==> config.mk <==
export PLATFORM = sky130hd
export DESIGN_NAME = seq_alu
export DESIGN_NICKNAME = d
export VERILOG_FILES = /design/src/rtl/alu_pkg.sv /design/src/rtl/shift_add_mul.sv /design/src/rtl/seq_alu.sv
export SDC_FILE = /design/constraint.sdc
export NUM_CORES = 1
export LEC_CHECK = 0
export CORE_AREA = 10 10 130 132
export DETAILED_ROUTE_END_ITERATION = 6
export DIE_AREA = 0 0 140 142
export GPL_ROUTABILITY_DRIVEN = 1
export PLACE_DENSITY = 0.51
export SKIP_CTS_REPAIR_TIMING = 1
export SLEW_MARGIN = 10
export SYNTH_ARGS = -nofsm -noshare
export SYNTH_HDL_FRONTEND = slang
export SYNTH_SLANG_ARGS = --single-unit
==> constraint.sdc <==
create_clock -name clk -period 4.1 [get_ports clk]
set_input_delay 0.41 -clock clk [delete_from_list [all_inputs] [get_ports clk]]
set_output_delay 0.41 -clock clk [all_outputs]
set_load 0.05 [all_outputs]
==> src/rtl/alu_pkg.sv <==
// Shared encodings for the sequential ALU: operation codes and controller states.
package alu_pkg;

  typedef enum logic [2:0] {
    OP_ADD   = 3'b000,
    OP_SUB   = 3'b001,
    OP_AND   = 3'b010,
    OP_OR    = 3'b011,
    OP_INC   = 3'b100,
    OP_PASSB = 3'b101,
    OP_MUL   = 3'b110,
    OP_CLR   = 3'b111
  } op_t;

  typedef enum logic [1:0] {
    S_IDLE = 2'd0,
    S_EXEC = 2'd1,
    S_MUL  = 2'd2,
    S_DONE = 2'd3
  } state_t;

endpackage

==> src/rtl/shift_add_mul.sv <==
// Shift-add multiplier: one partial-product iteration per step, WIDTH steps per product.
module shift_add_mul #(
  parameter int WIDTH = 8
) (
  input  logic               clk,
  input  logic               rst,
  input  logic               load,
  input  logic [WIDTH-1:0]   a,
  input  logic [WIDTH-1:0]   b,
  input  logic               step,
  output logic [2*WIDTH-1:0] product,
  output logic               last
);

  localparam int CW = $clog2(WIDTH) + 1;

  logic [2*WIDTH-1:0] acc;
  logic [2*WIDTH-1:0] mcand;
  logic [WIDTH-1:0]   mplier;
  logic [CW-1:0]      count;

  // product already includes the current iteration, so the controller can
  // capture the final value on the same edge as the last step.
  always_comb begin
    product = acc + (mplier[0] ? mcand : '0);
  end

  assign last = (count == CW'(1));

  // NOTE: sequential state uses non-blocking assignments so every register
  // samples pre-edge values regardless of statement order.
  always_ff @(posedge clk) begin
    if (rst) begin
      acc    <= '0;
      mcand  <= '0;
      mplier <= '0;
      count  <= '0;
    end else if (load) begin
      acc    <= '0;
      mcand  <= {{WIDTH{1'b0}}, a};
      mplier <= b;
      count  <= CW'(WIDTH);
    end else if (step && (count != '0)) begin
      acc    <= product;
      mcand  <= mcand << 1;
      mplier <= mplier >> 1;
      count  <= count - CW'(1);
    end
  end

endmodule

==> src/rtl/seq_alu.sv <==
// Multi-cycle 8-bit ALU for the accumulator path: one op per start, registered
// result and flags, one-cycle ac_set/done strobe at completion.
module seq_alu
  import alu_pkg::*;
#(
  parameter int WIDTH  = 8,
  parameter bit MUL_EN = 1'b1
) (
  input  logic             clk,
  input  logic             rst,
  input  logic             start,
  input  logic [2:0]       op,
  input  logic [WIDTH-1:0] a_in,
  input  logic [WIDTH-1:0] b_in,
  output logic [WIDTH-1:0] result,
  output logic             ac_set,
  output logic             done,
  output logic             busy,
  output logic             z_flag,
  output logic             c_flag
);

  state_t           state;
  op_t              op_q;
  logic [WIDTH-1:0] a_q;
  logic [WIDTH-1:0] b_q;

  logic [WIDTH:0]     alu_wide;
  logic [WIDTH-1:0]   alu_res;
  logic               alu_c;
  logic [2*WIDTH-1:0] product;
  logic               mul_last;
  logic               mul_load;
  logic               mul_step;

  // Single-cycle datapath; the extra MSB carries carry-out or borrow.
  // NOTE: the default assignment first keeps this block free of latches.
  always_comb begin
    alu_wide = '0;
    case (op_q)
      OP_ADD:   alu_wide = {1'b0, a_q} + {1'b0, b_q};
      OP_SUB:   alu_wide = {1'b0, a_q} - {1'b0, b_q};
      OP_AND:   alu_wide = {1'b0, a_q & b_q};
      OP_OR:    alu_wide = {1'b0, a_q | b_q};
      OP_INC:   alu_wide = {1'b0, a_q} + (WIDTH+1)'(1);
      OP_PASSB: alu_wide = {1'b0, b_q};
      default:  alu_wide = '0;  // CLR, and MUL when the multiplier is disabled
    endcase
  end

  assign alu_res = alu_wide[WIDTH-1:0];
  assign alu_c   = alu_wide[WIDTH];

  assign mul_load = (state == S_IDLE) && start;
  assign mul_step = (state == S_MUL);

  shift_add_mul #(.WIDTH(WIDTH)) u_mul (
    .clk     (clk),
    .rst     (rst),
    .load    (mul_load),
    .a       (a_in),
    .b       (b_in),
    .step    (mul_step),
    .product (product),
    .last    (mul_last)
  );

  always_ff @(posedge clk) begin
    if (rst) begin
      state  <= S_IDLE;
      op_q   <= OP_ADD;
      a_q    <= '0;
      b_q    <= '0;
      result <= '0;
      z_flag <= 1'b0;
      c_flag <= 1'b0;
      done   <= 1'b0;
      ac_set <= 1'b0;
      busy   <= 1'b0;
    end else begin
      done   <= 1'b0;
      ac_set <= 1'b0;
      case (state)
        S_IDLE: begin
          if (start) begin
            op_q  <= op_t'(op);
            a_q   <= a_in;
            b_q   <= b_in;
            busy  <= 1'b1;
            state <= (MUL_EN && (op_t'(op) == OP_MUL)) ? S_MUL : S_EXEC;
          end
        end
        S_EXEC: begin
          result <= alu_res;
          z_flag <= (alu_res == '0);
          c_flag <= alu_c;
          done   <= 1'b1;
          ac_set <= 1'b1;
          state  <= S_DONE;
        end
        S_MUL: begin
          if (mul_last) begin
            result <= product[WIDTH-1:0];
            z_flag <= (product[WIDTH-1:0] == '0);
            c_flag <= |product[2*WIDTH-1:WIDTH];
            done   <= 1'b1;
            ac_set <= 1'b1;
            state  <= S_DONE;
          end
        end
        S_DONE: begin
          busy  <= 1'b0;
          state <= S_IDLE;
        end
        default: state <= S_IDLE;
      endcase
    end
  end

endmodule

==> load_flow_metrics.sql, run 1 <==
INSERT INTO impl_metrics (metric_group, metric, value, unit) VALUES
('timing', 'maxSlewViolCount', '0', ''),
('floorplanning', 'design.die.area', '0.0199', 'sq mm'),
('worst_setup_path', 'worstReg2RegStart', 'u_mul.mplier[0]', ''),
('global_route', 'first_pass_grt_wire_length', '21300', 'um'),
('clocking', 'cts-root-buf', 'sky130_fd_sc_hd__clkbuf_16', ''),
('clocking', 'ctsLongestPathBuffers', '2', ''),
('placed_design', 'gp_congestion', '0.875', ''),
('placed_design', 'placement.cell_area', '0.00534', 'sq mm'),
('drt', 'avgViaCountPerCell', '5.18', ''),
('cells_and_area', 'design.final.nets', '730', ''),
('placed_design', 'hpwlAfterDp', '9880', 'um'),
('worst_setup_path', 'worstPathArrival', '3.90', 'ns'),
('logic_synthesis', 'post_synth_instance_area', '0.00488', 'sq mm'),
('drt', 'detail-route-antenna-nets', '0', ''),
('cells_and_area', 'fraction_of_the_core_area_covered_by_cells_at_the_end_of_the_flow', '39.7', '%'),
('timing', 'finalSetupViolCount', '0', ''),
('timing', 'min_period', '3.67', 'ns'),
('logic_synthesis', 'postSynth.asyncResetShare', '0', '%'),
('global_route', 'grt_antenna_before_repair', '0', ''),
('logic_synthesis', 'synthAdderAreaFrac', '9.13', '%'),
('global_route', 'grt_busiest_layer', 'met2', ''),
('logic_synthesis', 'synth-seq-area-share', '31.6', '%'),
('clocking', 'path_clk_slew', '0.06', 'ns'),
('cells_and_area', 'post-route-cell-area', '0.00569', 'sq mm'),
('logic_synthesis', 'synth_edf_count', '0', ''),
('worst_setup_path', 'crit_path_start', 'u_mul.mplier[0]', ''),
('worst_setup_path', 'reg2reg_slack', '0.43', 'ns'),
('outcome', 'status', 'finished, final reports clean', ''),
('logic_synthesis', 'synth_area_per_cell', '7.38', 'sq um'),
('worst_setup_path', 'critPathKind', 'flip-flop to flip-flop', ''),
('global_route', 'grt_pass1_vias', '4096', ''),
('cells_and_area', 'syn2layout_area_growth', '16.6', '%'),
('min_path', 'hold_path.startpoint', 'result[2]', ''),
('logic_synthesis', 'most_area_hungry_cell_type_in_the_yosys_netlist', 'sky130_fd_sc_hd__dfxtp_1', ''),
('floorplanning', 'core-area', '0.0143', 'sq mm'),
('logic_synthesis', 'synth.area.mux_share', '0.821', '%'),
('floorplanning', 'die_width', '140', 'um'),
('timing', 'period_share', '89.4', '%'),
('logic_synthesis', 'syn_inst', '661', ''),
('global_route', 'gr_util_met1', '16.3', '%'),
('clocking', 'worst_skew_pair_later_pin_latency', '0.34', 'ns'),
('logic_synthesis', 'ys_ff_latch', '77', ''),
('global_route', 'overflow', '0', ''),
('logic_synthesis', 'synth.top_cell.area_share', '31.6', '%'),
('global_route', 'grt.met3_usage', '3.27', '%'),
('timing', 'rsz0062_at_grt', 'false', ''),
('drt', 'detailedRoute.firstPassIterationCount', '5', ''),
('logic_synthesis', 'synth_compound_gate_area_share', '21.8', '%'),
('power_and_ir_drop', 'totalPowerFinal', '2.64', 'mW'),
('logic_synthesis', 'synth_flop_cell', 'sky130_fd_sc_hd__dfxtp_1', ''),
('logic_synthesis', 'post_synth_num_cell_types', '61', ''),
('floorplanning', 'boundaryPins', '35', ''),
('placed_design', 'place_inst', '849', ''),
('worst_setup_path', 'nature_of_the_critical_path_endpoint', 'flip-flop', ''),
('worst_setup_path', 'cp_data_required_time', '4.33', 'ns'),
('timing', 'skew', '0.00653', 'ns'),
('clocking', 'cts_tree', 'done', ''),
('logic_synthesis', 'synth_top_family_by_area', 'simple AND/OR/NAND/NOR gates', ''),
('worst_setup_path', 'regToRegEndpoint', 'c_flag', ''),
('worst_setup_path', 'crit_path_max_fanout', '17', ''),
('timing', 'achievable-frequency', '273', 'MHz'),
('floorplanning', 'floorplan.initialDensity', '34.1', '%'),
('power_and_ir_drop', 'powerDensity', '464', 'mW/mm^2'),
('drt', 'drt_drc_violations_left', '0', ''),
('run', 'max_cap_viol_count', '0', ''),
('min_path', 'path_type_of_the_worst_min_delay_path', 'flip-flop to flip-flop', ''),
('power_and_ir_drop', 'ir_drop', '0.245', 'mV'),
('placed_design', 'place_worst_setup_slack', '0.473', 'ns'),
('timing', 'slew-limit-headroom', '30.1', '%'),
('timing', 'final_worst_slack', '0.434', 'ns'),
('logic_synthesis', 'warnings_from_yosys', '0', '');
==> worst min-delay path by stage <==
stage / end / slack, ns / cells after the start
6_report: result[2] / 0.45 / 2
5_1_grt: result[3] / 0.47 / 2
4_1_cts: result[3] / 0.46 / 2
3_5_place_dp: result[3] / 0.45 / 2
3_3_place_gp: u_mul.mcand[15] / 0.44 / 2
2_1_floorplan: u_mul.mcand[15] / 0.43 / 2
==> state kept, by name, summed over array words and instances, names as in the netlist <==
| register | flops |
|---|---|
| result | 8 |
| a_q | 8 |
| u_mul.acc | 16 |
| state | 2 |
| busy | 1 |
| b_q | 8 |
| op_q | 3 |
| u_mul.count | 4 |
| z_flag | 1 |
| c_flag | 1 |
| u_mul.mcand | 16 |
| done | 1 |
| u_mul.mplier | 8 |
==> final cells by class <==
class                   instances  area (sq um)  share of cell area, %
clock inverters                 4          95.1                   1.67
well taps                     184           230                   4.05
inverters                      26          97.6                   1.72
clock buffers                  11           253                   4.44
multi-input cells             520          3080                   54.1
repair buffers                 42           395                   6.95
flip-flops and latches         77          1540                   27.1
==> worst max-delay path, cell delays in order, from the launching register on <==
cell and delay [ns]:
sky130_fd_sc_hd__dfxtp_1 0.57, sky130_fd_sc_hd__and2_1 0.19, sky130_fd_sc_hd__ha_1 0.15, sky130_fd_sc_hd__inv_1 0.05
sky130_fd_sc_hd__fa_1 0.39, sky130_fd_sc_hd__nor2b_1 0.16, sky130_fd_sc_hd__o2111ai_1 0.14, sky130_fd_sc_hd__nand3_1 0.21
sky130_fd_sc_hd__a41oi_2 0.18, sky130_fd_sc_hd__o2111ai_1 0.22, sky130_fd_sc_hd__or3b_2 0.47, sky130_fd_sc_hd__or4_1 0.55
sky130_fd_sc_hd__a211o_1 0.27
==> logic make-up after synthesis <==
group,Yosys count
compound gates,166
xor+xnor,23
fa+ha+maj,35
buf+inv,64
flops,77
mux,4
simple gates,292
==> layer usage <==
| metal | up-vias | share of wire [%] |
|---|---|---|
| met2 | 77 | 47 |
| met4 | 0 | 1.4 |
| met1 | 2067 | 47 |
| met3 | 11 | 4.2 |
| met5 | - | 0 |
| li1 | 2319 | - |
==> synthesized netlist by cell type, types with 2 or more instances <==
cell and n:
sky130_fd_sc_hd__nand2_1 138, sky130_fd_sc_hd__a21oi_1 81, sky130_fd_sc_hd__dfxtp_1 77, sky130_fd_sc_hd__nor2_1 65
sky130_fd_sc_hd__ha_1 30, sky130_fd_sc_hd__clkbuf_1 28, sky130_fd_sc_hd__inv_1 26, sky130_fd_sc_hd__o21ai_0 19
sky130_fd_sc_hd__and2_1 17, sky130_fd_sc_hd__a311oi_1 16, sky130_fd_sc_hd__nand3_1 16, sky130_fd_sc_hd__nor3_1 16
sky130_fd_sc_hd__xnor2_1 13, sky130_fd_sc_hd__xor2_1 10, sky130_fd_sc_hd__nand2b_1 8, sky130_fd_sc_hd__o211ai_1 8
sky130_fd_sc_hd__a21o_1 7, sky130_fd_sc_hd__a211oi_1 5, sky130_fd_sc_hd__buf_1 5, sky130_fd_sc_hd__nor2b_1 5
sky130_fd_sc_hd__mux2i_1 4, sky130_fd_sc_hd__o21a_1 4, sky130_fd_sc_hd__or3_1 4, sky130_fd_sc_hd__a31oi_1 3
sky130_fd_sc_hd__buf_4 3, sky130_fd_sc_hd__maj3_1 3, sky130_fd_sc_hd__nand4b_1 3, sky130_fd_sc_hd__o22ai_1 3
sky130_fd_sc_hd__o31ai_1 3, sky130_fd_sc_hd__a211o_1 2, sky130_fd_sc_hd__and3_2 2, sky130_fd_sc_hd__and4_1 2
sky130_fd_sc_hd__fa_1 2, sky130_fd_sc_hd__nor3b_1 2, sky130_fd_sc_hd__nor4_1 2, sky130_fd_sc_hd__o2111ai_1 2
sky130_fd_sc_hd__o221ai_1 2, sky130_fd_sc_hd__or4_1 2
==> cells in the final DEF (no fill, tap or decap), types with 7 or more instances in the layout <==
master                              n
sky130_fd_sc_hd__a21o_1             7
sky130_fd_sc_hd__a21oi_1           80
sky130_fd_sc_hd__nand3_1           16
sky130_fd_sc_hd__nand2_1          138
sky130_fd_sc_hd__and2_1            17
sky130_fd_sc_hd__xnor2_1           13
sky130_fd_sc_hd__nor3_1            16
sky130_fd_sc_hd__xor2_1            10
sky130_fd_sc_hd__a311oi_1          16
sky130_fd_sc_hd__o21ai_0           19
sky130_fd_sc_hd__o211ai_1           8
sky130_fd_sc_hd__dfxtp_1           77
sky130_fd_sc_hd__buf_4              8
sky130_fd_sc_hd__nor2_1            65
sky130_fd_sc_hd__clkbuf_16          9
sky130_fd_sc_hd__ha_1              30
sky130_fd_sc_hd__nand2b_1           8
sky130_fd_sc_hd__inv_1             26
sky130_fd_sc_hd__clkdlybuf4s50_1   33
==> power breakdown <==
group / internal, mW / switching [mW] / total [mW]
Sequential: 0.837 / 0.0863 / 0.923
Clock: 0.623 / 0.310 / 0.933
Combinational: 0.284 / 0.498 / 0.782
Total: 1.74 / 0.895 / 2.64
No activity file was read; power rests on OpenSTA's default activity.
==> inputs of run 2 (changes only) <==
CORE_AREA = 8 8 128 130   (was 10 10 130 132)
DIE_AREA = 0 0 136 138   (was 0 0 140 142)
==> run 2 against run 1 <==
Net effect: clock power fell by 14%; global-route usage rose by 1.9 points; via count increased by 1.6%; register-to-register slack worse by 0.04 ns; total power is 4.2% lower; critical endpoint unchanged; largest cell class unchanged.
==> load_flow_metrics.sql, run 2 (synthesis results as in run 1) <==
INSERT INTO impl_metrics (metric_group, metric, value, unit) VALUES
('global_route', 'grt.met3_usage', '3.04', '%'),
('worst_setup_path', 'cp_data_required_time', '4.33', 'ns'),
('cells_and_area', 'antenna_cells_inserted', '0', ''),
('floorplanning', 'row_count', '44', ''),
('drt', 'detailroute.via_count', '4546', ''),
('drt', 'post_drt_wl_per_cell', '16.4', 'um'),
('floorplanning', 'floorplan.initialDensity', '34.1', '%'),
('global_route', 'grt_max_degree', '52', ''),
('global_route', 'globalRouteMet2Util', '24.1', '%'),
('drt', 'avgViaCountPerCell', '5.26', ''),
('power_and_ir_drop', 'ir_drop', '0.287', 'mV'),
('global_route', 'grt_pass1_vias', '4338', ''),
('floorplanning', 'die_width', '136', 'um'),
('run', 'max_cap_viol_count', '0', ''),
('cells_and_area', 'syn2layout_area_growth', '15.7', '%'),
('cells_and_area', 'design.final.nets', '731', ''),
('timing', 'skew', '0.00515', 'ns'),
('global_route', 'grt_busiest_layer', 'met2', ''),
('placed_design', 'gp_congestion', '0.871', ''),
('worst_setup_path', 'worstRegToRegCells', '12', ''),
('worst_setup_path', 'critical_path.max_stage_delay', '0.57', 'ns'),
('worst_setup_path', 'crit_path_cell_trace', 'and2_1, ha_1, inv_1, fa_1, nor2b_1, o2111ai_1, nand3_1, a41oi_2, o2111ai_1, or3b_2, or4_1, a211o_1', ''),
('drt', 'detail-route-antenna-nets', '0', ''),
('cells_and_area', 'share_of_final_layout_standard_cells_stronger_than_drive_strength_1', '5.44', '%'),
('timing', 'hold_viol_final', '0', ''),
('placed_design', 'hpwlAfterDp', '10400', 'um'),
('min_path', 'timing.hold.worst_endpoint', 'result[6]', ''),
('min_path', 'hold_depth', '2', ''),
('drt', 'dr.first_iter.drc_count', '319', ''),
('timing', 'slew-limit-headroom', '33.0', '%'),
('worst_setup_path', 'critPathBufInv', '1', ''),
('global_route', 'grt_antenna_before_repair', '0', ''),
('timing', 'min_period', '3.70', 'ns'),
('clocking', 'ctsLongestPathBuffers', '2', ''),
('power_and_ir_drop', 'totalPowerFinal', '2.53', 'mW'),
('clocking', 'worst_skew_pair_later_pin_latency', '0.34', 'ns'),
('global_route', 'gr_util_met1', '20.0', '%'),
('drt', 'drt_drc_violations_left', '0', ''),
('cells_and_area', 'mostFrequentLayoutCells', 'sky130_fd_sc_hd__nand2_1 (138), sky130_fd_sc_hd__a21oi_1 (80), sky130_fd_sc_hd__dfxtp_1 (77), sky130_fd_sc_hd__nor2_1 (65), sky130_fd_sc_hd__clkdlybuf4s50_1 (34)', ''),
('min_path', 'hold_path.startpoint', 'result[6]', ''),
('worst_setup_path', 'worstReg2RegStart', 'u_mul.mplier[0]', ''),
('floorplanning', 'die-height', '138', 'um'),
('worst_setup_path', 'critPathLaunchType', 'flip-flop', ''),
('drt', 'drt-total-wl', '14100', 'um'),
('worst_setup_path', 'nature_of_the_critical_path_endpoint', 'flip-flop', ''),
('drt', 'detailedRoute.firstPassIterationCount', '5', ''),
('global_route', 'overflow', '0', ''),
('global_route', 'track_usage', '15.1', '%'),
('cells_and_area', 'fraction_of_the_core_area_covered_by_cells_at_the_end_of_the_flow', '39.4', '%'),
('global_route', 'first_pass_grt_wire_length', '22700', 'um'),
('clocking', 'cts_num_sinks', '77', ''),
('floorplanning', 'boundaryPins', '35', ''),
('clocking', 'cts_tree', 'done', ''),
('floorplanning', 'core-area', '0.0143', 'sq mm'),
('worst_setup_path', 'critPathSlowestCell', 'sky130_fd_sc_hd__dfxtp_1', ''),
('timing', 'fin_setup_tns', '0', 'ns'),
('outcome', 'status', 'finished, final reports clean', ''),
('timing', 'holdWs', '0.451', 'ns'),
('cells_and_area', 'reg.largest.list', 'u_mul.acc: 16 flops, u_mul.mcand: 16 flops', ''),
('timing', 'worstMarginPinSlew', '1.00', 'ns'),
('worst_setup_path', 'reg2reg_slack', '0.40', 'ns'),
('worst_setup_path', 'critical-path-top-delay-family', 'simple AND/OR/NAND/NOR gates', ''),
('worst_setup_path', 'worstPathArrival', '3.94', 'ns'),
('placed_design', 'port-buffer-count', '34', ''),
('worst_setup_path', 'critPathKind', 'flip-flop to flip-flop', ''),
('worst_setup_path', 'crit_path_max_fanout', '17', ''),
('timing', 'period_share', '90.3', '%'),
('timing', 'rsz0062_at_grt', 'false', ''),
('worst_setup_path', 'timing.critical_path.mode_cell', 'sky130_fd_sc_hd__o2111ai_1', ''),
('clocking', 'cts-root-buf', 'sky130_fd_sc_hd__clkbuf_16', ''),
('cells_and_area', 'mostFrequentLayoutCell', 'sky130_fd_sc_hd__nand2_1', ''),
('clocking', 'numCtsBuffers', '9', ''),
('power_and_ir_drop', 'powerDensity', '448', 'mW/mm^2'),
('worst_setup_path', 'regToRegEndpoint', 'c_flag', ''),
('clocking', 'htree_levels', '3', ''),
('min_path', 'path_type_of_the_worst_min_delay_path', 'flip-flop to flip-flop', ''),
('timing', 'achievable-frequency', '270', 'MHz'),
('power_and_ir_drop', 'p_leak', '2.15', 'nW'),
('floorplanning', 'design.die.area', '0.0188', 'sq mm'),
('timing', 'maxSlewViolCount', '0', ''),
('clocking', 'path_clk_slew', '0.06', 'ns'),
('timing', 'finalSetupViolCount', '0', '');
run 2: worst max path at each step:
stage               startpoint     end  cells after the start
5_1_grt        u_mul.mplier[0]  c_flag                     12
4_1_cts        u_mul.mplier[0]  c_flag                     12
2_1_floorplan          op_q[1]  z_flag                     15
6_report       u_mul.mplier[0]  c_flag                     12
3_3_place_gp   u_mul.mplier[0]  c_flag                     12
3_5_place_dp   u_mul.mplier[0]  c_flag                     12
run 2: power breakdown:
part,switching (mW),leakage (nW),internal (mW)
sequential,0.0867,0.629,0.837
clock,0.324,0.136,0.480
combinational,0.516,1.38,0.286
total,0.926,2.15,1.60
run 2: metrics by stage:
stage                     std cells  cell area (sq um)  setup slack [ns]
after global placement          850               5350             0.483
after detailed placement        850               5350             0.427
after CTS                       864               5640             0.413
after global routing            864               5640             0.128
after floorplan                 661               4880             0.641
final                           864               5640             0.397
run 2: layout make-up:
class / count / area [sq um]
clock inverter: 4 / 50.0
multi-input combinational: 520 / 3080
tap: 184 / 230
clock buffer: 10 / 239
sequential: 77 / 1540
fill: 1513 / 8670
timing repair buffer: 43 / 408
inverter: 26 / 97.6
run 2: worst reg2reg max path, stage by stage, from the launching register on:
cell and delay [ns]:
sky130_fd_sc_hd__dfxtp_1 0.57, sky130_fd_sc_hd__and2_1 0.19, sky130_fd_sc_hd__ha_1 0.16, sky130_fd_sc_hd__inv_1 0.05, sky130_fd_sc_hd__fa_1 0.39, sky130_fd_sc_hd__nor2b_1 0.17, sky130_fd_sc_hd__o2111ai_1 0.15, sky130_fd_sc_hd__nand3_1 0.22
sky130_fd_sc_hd__a41oi_2 0.19, sky130_fd_sc_hd__o2111ai_1 0.21, sky130_fd_sc_hd__or3b_2 0.47, sky130_fd_sc_hd__or4_1 0.55, sky130_fd_sc_hd__a211o_1 0.27
run 2: routing by layer:
layer / wire [um] / part of all wire, %
met5: 0 / 0
met4: 187 / 1.3
met3: 556 / 3.9
met2: 6580 / 47
met1: 6820 / 48
